==> src/rtl/akarin_ifetch.sv <==
// AKARIN instruction fetch front-end: fetch PC, SRAM read issue, prefetch FIFO and redirect flush.
// Define IFETCH_PERF_EN to build the fetch/flush performance counters.
module akarin_ifetch #(
    parameter logic [31:0] RESET_PC   = 32'h0000_0000,
    parameter int          FIFO_DEPTH = 2,
    parameter int          IMEM_AW    = 12
) (
    input  logic               clk,
    input  logic               rst,
    output logic               imem_re,
    output logic [IMEM_AW-1:0] imem_addr,
    input  logic [31:0]        imem_rdata,
    output logic               inst_valid,
    input  logic               inst_ready,
    output logic [31:0]        inst_data,
    output logic [31:0]        inst_pc,
    input  logic               redirect_valid,
    input  logic [31:0]        redirect_pc,
    output logic [31:0]        perf_fetch_cnt,
    output logic [31:0]        perf_flush_cnt
);

    localparam int CW = $clog2(FIFO_DEPTH + 1);

    logic [31:0]   fetch_pc;
    logic [31:0]   issue_pc_p1;
    logic          inflight_p1;
    logic [CW-1:0] count;
    logic [31:0]   qpc   [FIFO_DEPTH];
    logic [31:0]   qdata [FIFO_DEPTH];
    logic [31:0]   qpc_nxt   [FIFO_DEPTH];
    logic [31:0]   qdata_nxt [FIFO_DEPTH];
    logic          pop;
    logic          push;
    logic          issue;
    logic [CW:0]   occ;
    logic [CW-1:0] wptr;

    assign inst_valid = (count != '0) && !redirect_valid;
    assign pop        = inst_valid && inst_ready;
    // Slots already claimed once this cycle's pop and in-flight response settle.
    assign occ        = {1'b0, count} + (CW+1)'(inflight_p1) - (CW+1)'(pop);
    assign issue      = !redirect_valid && (occ < (CW+1)'(FIFO_DEPTH));
    assign push       = inflight_p1 && !redirect_valid;
    assign wptr       = count - CW'(pop);

    assign imem_re    = issue && !rst;
    assign imem_addr  = rst ? '0 : fetch_pc[IMEM_AW+1:2];
    assign inst_data  = qdata[0];
    assign inst_pc    = qpc[0];

    // Shift-register FIFO: entry 0 is always the head, so outputs come straight from flops.
    always_comb begin
        for (int i = 0; i < FIFO_DEPTH; i++) begin
            qpc_nxt[i]   = qpc[i];
            qdata_nxt[i] = qdata[i];
        end
        if (pop) begin
            for (int i = 0; i < FIFO_DEPTH - 1; i++) begin
                qpc_nxt[i]   = qpc[i+1];
                qdata_nxt[i] = qdata[i+1];
            end
        end
        if (push) begin
            for (int i = 0; i < FIFO_DEPTH; i++) begin
                if (CW'(i) == wptr) begin
                    qpc_nxt[i]   = issue_pc_p1;
                    qdata_nxt[i] = imem_rdata;
                end
            end
        end
    end

    // Issue stage -> response stage (p1) -> FIFO
    always_ff @(posedge clk or posedge rst) begin
        if (rst) begin
            fetch_pc    <= RESET_PC;
            issue_pc_p1 <= '0;
            inflight_p1 <= 1'b0;
            count       <= '0;
            for (int i = 0; i < FIFO_DEPTH; i++) begin
                qpc[i]   <= '0;
                qdata[i] <= '0;
            end
        end else begin
            if (redirect_valid) begin
                fetch_pc    <= redirect_pc & ~32'h3;
                inflight_p1 <= 1'b0;
                count       <= '0;
            end else begin
                inflight_p1 <= issue;
                count       <= count + CW'(push) - CW'(pop);
                if (issue) begin
                    issue_pc_p1 <= fetch_pc;
                    fetch_pc    <= fetch_pc + 32'd4;
                end
            end
            for (int i = 0; i < FIFO_DEPTH; i++) begin
                qpc[i]   <= qpc_nxt[i];
                qdata[i] <= qdata_nxt[i];
            end
        end
    end

`ifdef IFETCH_PERF_EN
    always_ff @(posedge clk or posedge rst) begin
        if (rst) begin
            perf_fetch_cnt <= '0;
            perf_flush_cnt <= '0;
        end else begin
            if (imem_re)
                perf_fetch_cnt <= perf_fetch_cnt + 32'd1;
            if (redirect_valid)
                perf_flush_cnt <= perf_flush_cnt + 32'd1;
        end
    end
`else
    assign perf_fetch_cnt = 32'h0;
    assign perf_flush_cnt = 32'h0;
`endif

endmodule
==> config.mk <==
export PLATFORM = sky130hd
export DESIGN_NAME = akarin_ifetch
export DESIGN_NICKNAME = d
export VERILOG_FILES = /design/src/rtl/akarin_ifetch.sv
export SDC_FILE = /design/constraint.sdc
export NUM_CORES = 1
export LEC_CHECK = 0
export CELL_PAD_IN_SITES_DETAIL_PLACEMENT = 1
export CELL_PAD_IN_SITES_GLOBAL_PLACEMENT = 1
export CORE_MARGIN = 2
export CORE_UTILIZATION = 43
export DETAILED_ROUTE_END_ITERATION = 10
export GPL_TIMING_DRIVEN = 0
export PLACE_DENSITY = 0.86
export SYNTH_ARGS = -nofsm -noshare
export SYNTH_HDL_FRONTEND = slang
export SYNTH_SLANG_ARGS = --single-unit
==> constraint.sdc <==
create_clock -name clk -period 14.2 [get_ports clk]
set_input_delay 1.42 -clock clk [delete_from_list [all_inputs] [get_ports clk]]
set_output_delay 1.42 -clock clk [all_outputs]
set_load 0.01 [all_outputs]
==> summary.md <==
| Metric | Value |
|---|---|
| Status | `complete, no violations` |
| CTS resizes | `0` |
| DR DRC count | `0` |
| Async SR Flop Fraction | `100%` |
| Clock slew at reported path FFs | `about 0.07 ns` |
| Final setup vio count | `0` |
| RSZ-0062 raised after global routing | `no` |
| Relative slew slack | `between 40% and 50%` |
| First-pass GRT wire length | `40.0 mm` |
| Syn-to-layout area delta | `27.9%` |
| Post-DP HPWL | `17.4 mm` |
| Final slew viol count | `0` |
| Overall power | `about 2.4 mW` |
| Detailed Route Iter0 Violations | `301` |
| Nets | `roughly 1.1k` |
| Port Buffer Count | `around 140` |
| Die span in x | `between 150 and 200 um` |
| Power Density | `196 nW/um2` |
| Met3 global-route usage | `3.62%` |
| H-tree Lvls | `4` |
| Initial antenna violation count | `0` |
| Post-synth EDFFs | `0` |
| Synth top cells by count | `dfrtp_1, buf_4, mux2_2` |
| Critical Path AT | `5.61 ns` |
| Clock Tree Buf Depth | `2` |
| Max FO, Critical Path | `10` |
| GRT Total Usage | `21.6%` |
| Final hold slack | `roughly 0.51 ns` |
| Tcrit/Tclk final | `roughly half` |
| #FFs+latches synth | `roughly 190` |
| Clock latency on the worst-skew pair | `0.43 ns` |
| Setup TNS | `0 ns` |
| CP startpoint kind | `input pin` |
| Final worst clock skew | `0.00968 ns` |
| Worst-Margin Slew | `0.823 ns` |
| Die height | `around 150 um` |
| Largest net degree at the start of global routing | `about 100` |
| Mean Syn Cell Area | `11.1 um2` |
| Drt pass-1 iters | `5` |
| Hold buffer count at cts | `0` |
| Worst Path Required | `around 13 ns` |
| Distinct cell type count after synthesis | `43` |
| Site Rows | `54` |
| CTS tree | `yes` |
| Vias/cell | `5.05` |
| Min cycle time layout | `7.03 ns` |
| Max Clk Rate | `142 MHz` |
| Die Area | `23,100 um2` |
| Root Buffer Master | `clkbuf_16` |
| Gate Count Post-Synth | `848` |
| Final wirelength | `24.5 mm` |
| Area after DPL | `11,500 um2` |
| Share of cells above drive strength 1 | `25.7%` |
| Grt peak-use layer | `met2` |
| Post-synth top area share | `50.2%` |
| Kind of critical path | `in2out` |
| HP Class | `reg2reg` |
| Predominant post-synthesis flop cell | `dfrtp_1` |
| Hold Fails Final Rpt | `0` |
| Ports | `210` |
| Main area contributors after synthesis | `dfrtp_1, mux2_2, buf_4` |
| Detailed-route via count | `between 6k and 7k` |
| Setup bufs post-CTS | `0` |
| CP Capture Type | `output port` |
| P_leak | `5.65 nW` |
| M1 GR Usage | `28.5%` |
| MaxCap Viol Count | `0` |
| Vias in the first global route | `between 7k and 8k` |
| Yosys warnings | `0` |
| Final ANT Viol Nets | `0` |
| Cell with the most instances after synthesis | `dfrtp_1` |
| Wire per inst | `around 18 um` |
| Antenna diodes | `0` |
| Final GP Congestion | `0.824` |
| Sequential share of the synthesized area | `50.2%` |
| Clock sink count | `189` |
| Worst VDD drop | `0.0000740 V` |
| Congestion Overflow GR | `0` |
| Num CTS Buffers | `17` |
| Synth Cell Area | `9430 um2` |
| Design area | `12,100 um2` |
| Core Area | `21,700 um2` |
| Starting density of the core | `43.5%` |
| Core Util, Final | `a little under three fifths` |
| Post-synth top area cell | `dfrtp_1` |
| Global-route met2 utilization | `36.6%` |
## state kept, by name (all words and copies together), names as in the netlist
name	flops
inst_data	32
qpc	30
qdata	32
inflight_p1	1
count	2
issue_pc_p1	30
fetch_pc	30
inst_pc	32
## worst paths after layout
check	cells past startpoint	slack (ns)	to	startpoint
setup / recovery	12	7.17	imem_re	redirect_valid
hold / removal	1	0.51	qdata[6]	qdata[6]
setup reg to reg	13	9.57	issue_pc_p1[4]	count[1]
hold reg to reg	1	0.51	qdata[6]	qdata[6]
max in group asynchronous	4	11.36	issue_pc_p1[4]	rst
min in group asynchronous	3	1.97	fetch_pc[20]	rst
## worst max-delay path: stages
cell and delay [ns]:
clkbuf_1 0.47, o21ba_2 0.28, nand2_1 0.45, buf_2 0.40, inv_1 0.23, ha_1 0.32
nand2b_1 0.16, fa_1 0.48, xnor2_1 0.37, nand2_1 0.22, nor3_1 0.21, clkdlybuf4s50_1 0.57
## stage by stage
stage	instances	worst slack, ns
floorplan	911	7.44
global placement	1333	4.60
detailed placement	1334	7.20
CTS	1366	7.09
global route	1366	6.98
finish	1366	7.17
## power by group
group          switching, mW  internal [mW]  total [mW]
logic                  0.414          0.537       0.951
clock network          0.216          0.263       0.479
registers              0.160          0.769       0.929
## layout make-up
class	instances	area (um2)
Fill cell	2330	9630
Sequential cell	189	4730
Multi-Input combinational cell	541	3730
Timing Repair Buffer	143	1450
Buffer	171	1170
Clock buffer	18	429
Tap cell	280	350
Clock inverter	14	159
Inverter	10	45.0
## logic make-up after synthesis
family / share of synthesized area, %
buffers and inverters: 12.8
flip-flops: 50.2
XOR/XNOR: 1.22
multiplexers: 17.7
other: 0.0398
AND/OR/NAND/NOR: 10.4
adder cells (fa/ha/maj): 1.01
AO/OA/AOI/OAI: 6.65
## routing by layer
layer / up-vias / wire, um
met5: - / 0
met4: 0 / 376
met3: 29 / 981
met2: 208 / 12300
met1: 3450 / 10800
li1: 3211 / -
## cell usage in the layout (no fill, tap or decap), types with 3 or more instances in the layout
cell type        instances
nand4_1                  9
and4_1                   4
nor2b_1                 15
a31oi_1                 13
nor3_1                   4
xnor2_1                  7
clkbuf_16               17
clkbuf_1                22
dlygate4sd1_1            3
conb_1                  64
inv_1                    9
xor2_1                   3
buf_4                  128
o21ai_0                 76
clkdlybuf4s50_1        142
o31ai_1                 11
inv_6                    4
or4_1                   16
dfrtp_1                189
o211ai_1                 5
nand4b_1                 3
nand3_1                 19
nor2_1                  21
mux2_2                  92
nor3b_1                  4
buf_2                   16
mux2i_1                 63
ha_1                     6
nand2_1                 85
clkinvlp_4               4
a22oi_1                  4
Note: power is estimated with default switching activity, not from simulation.
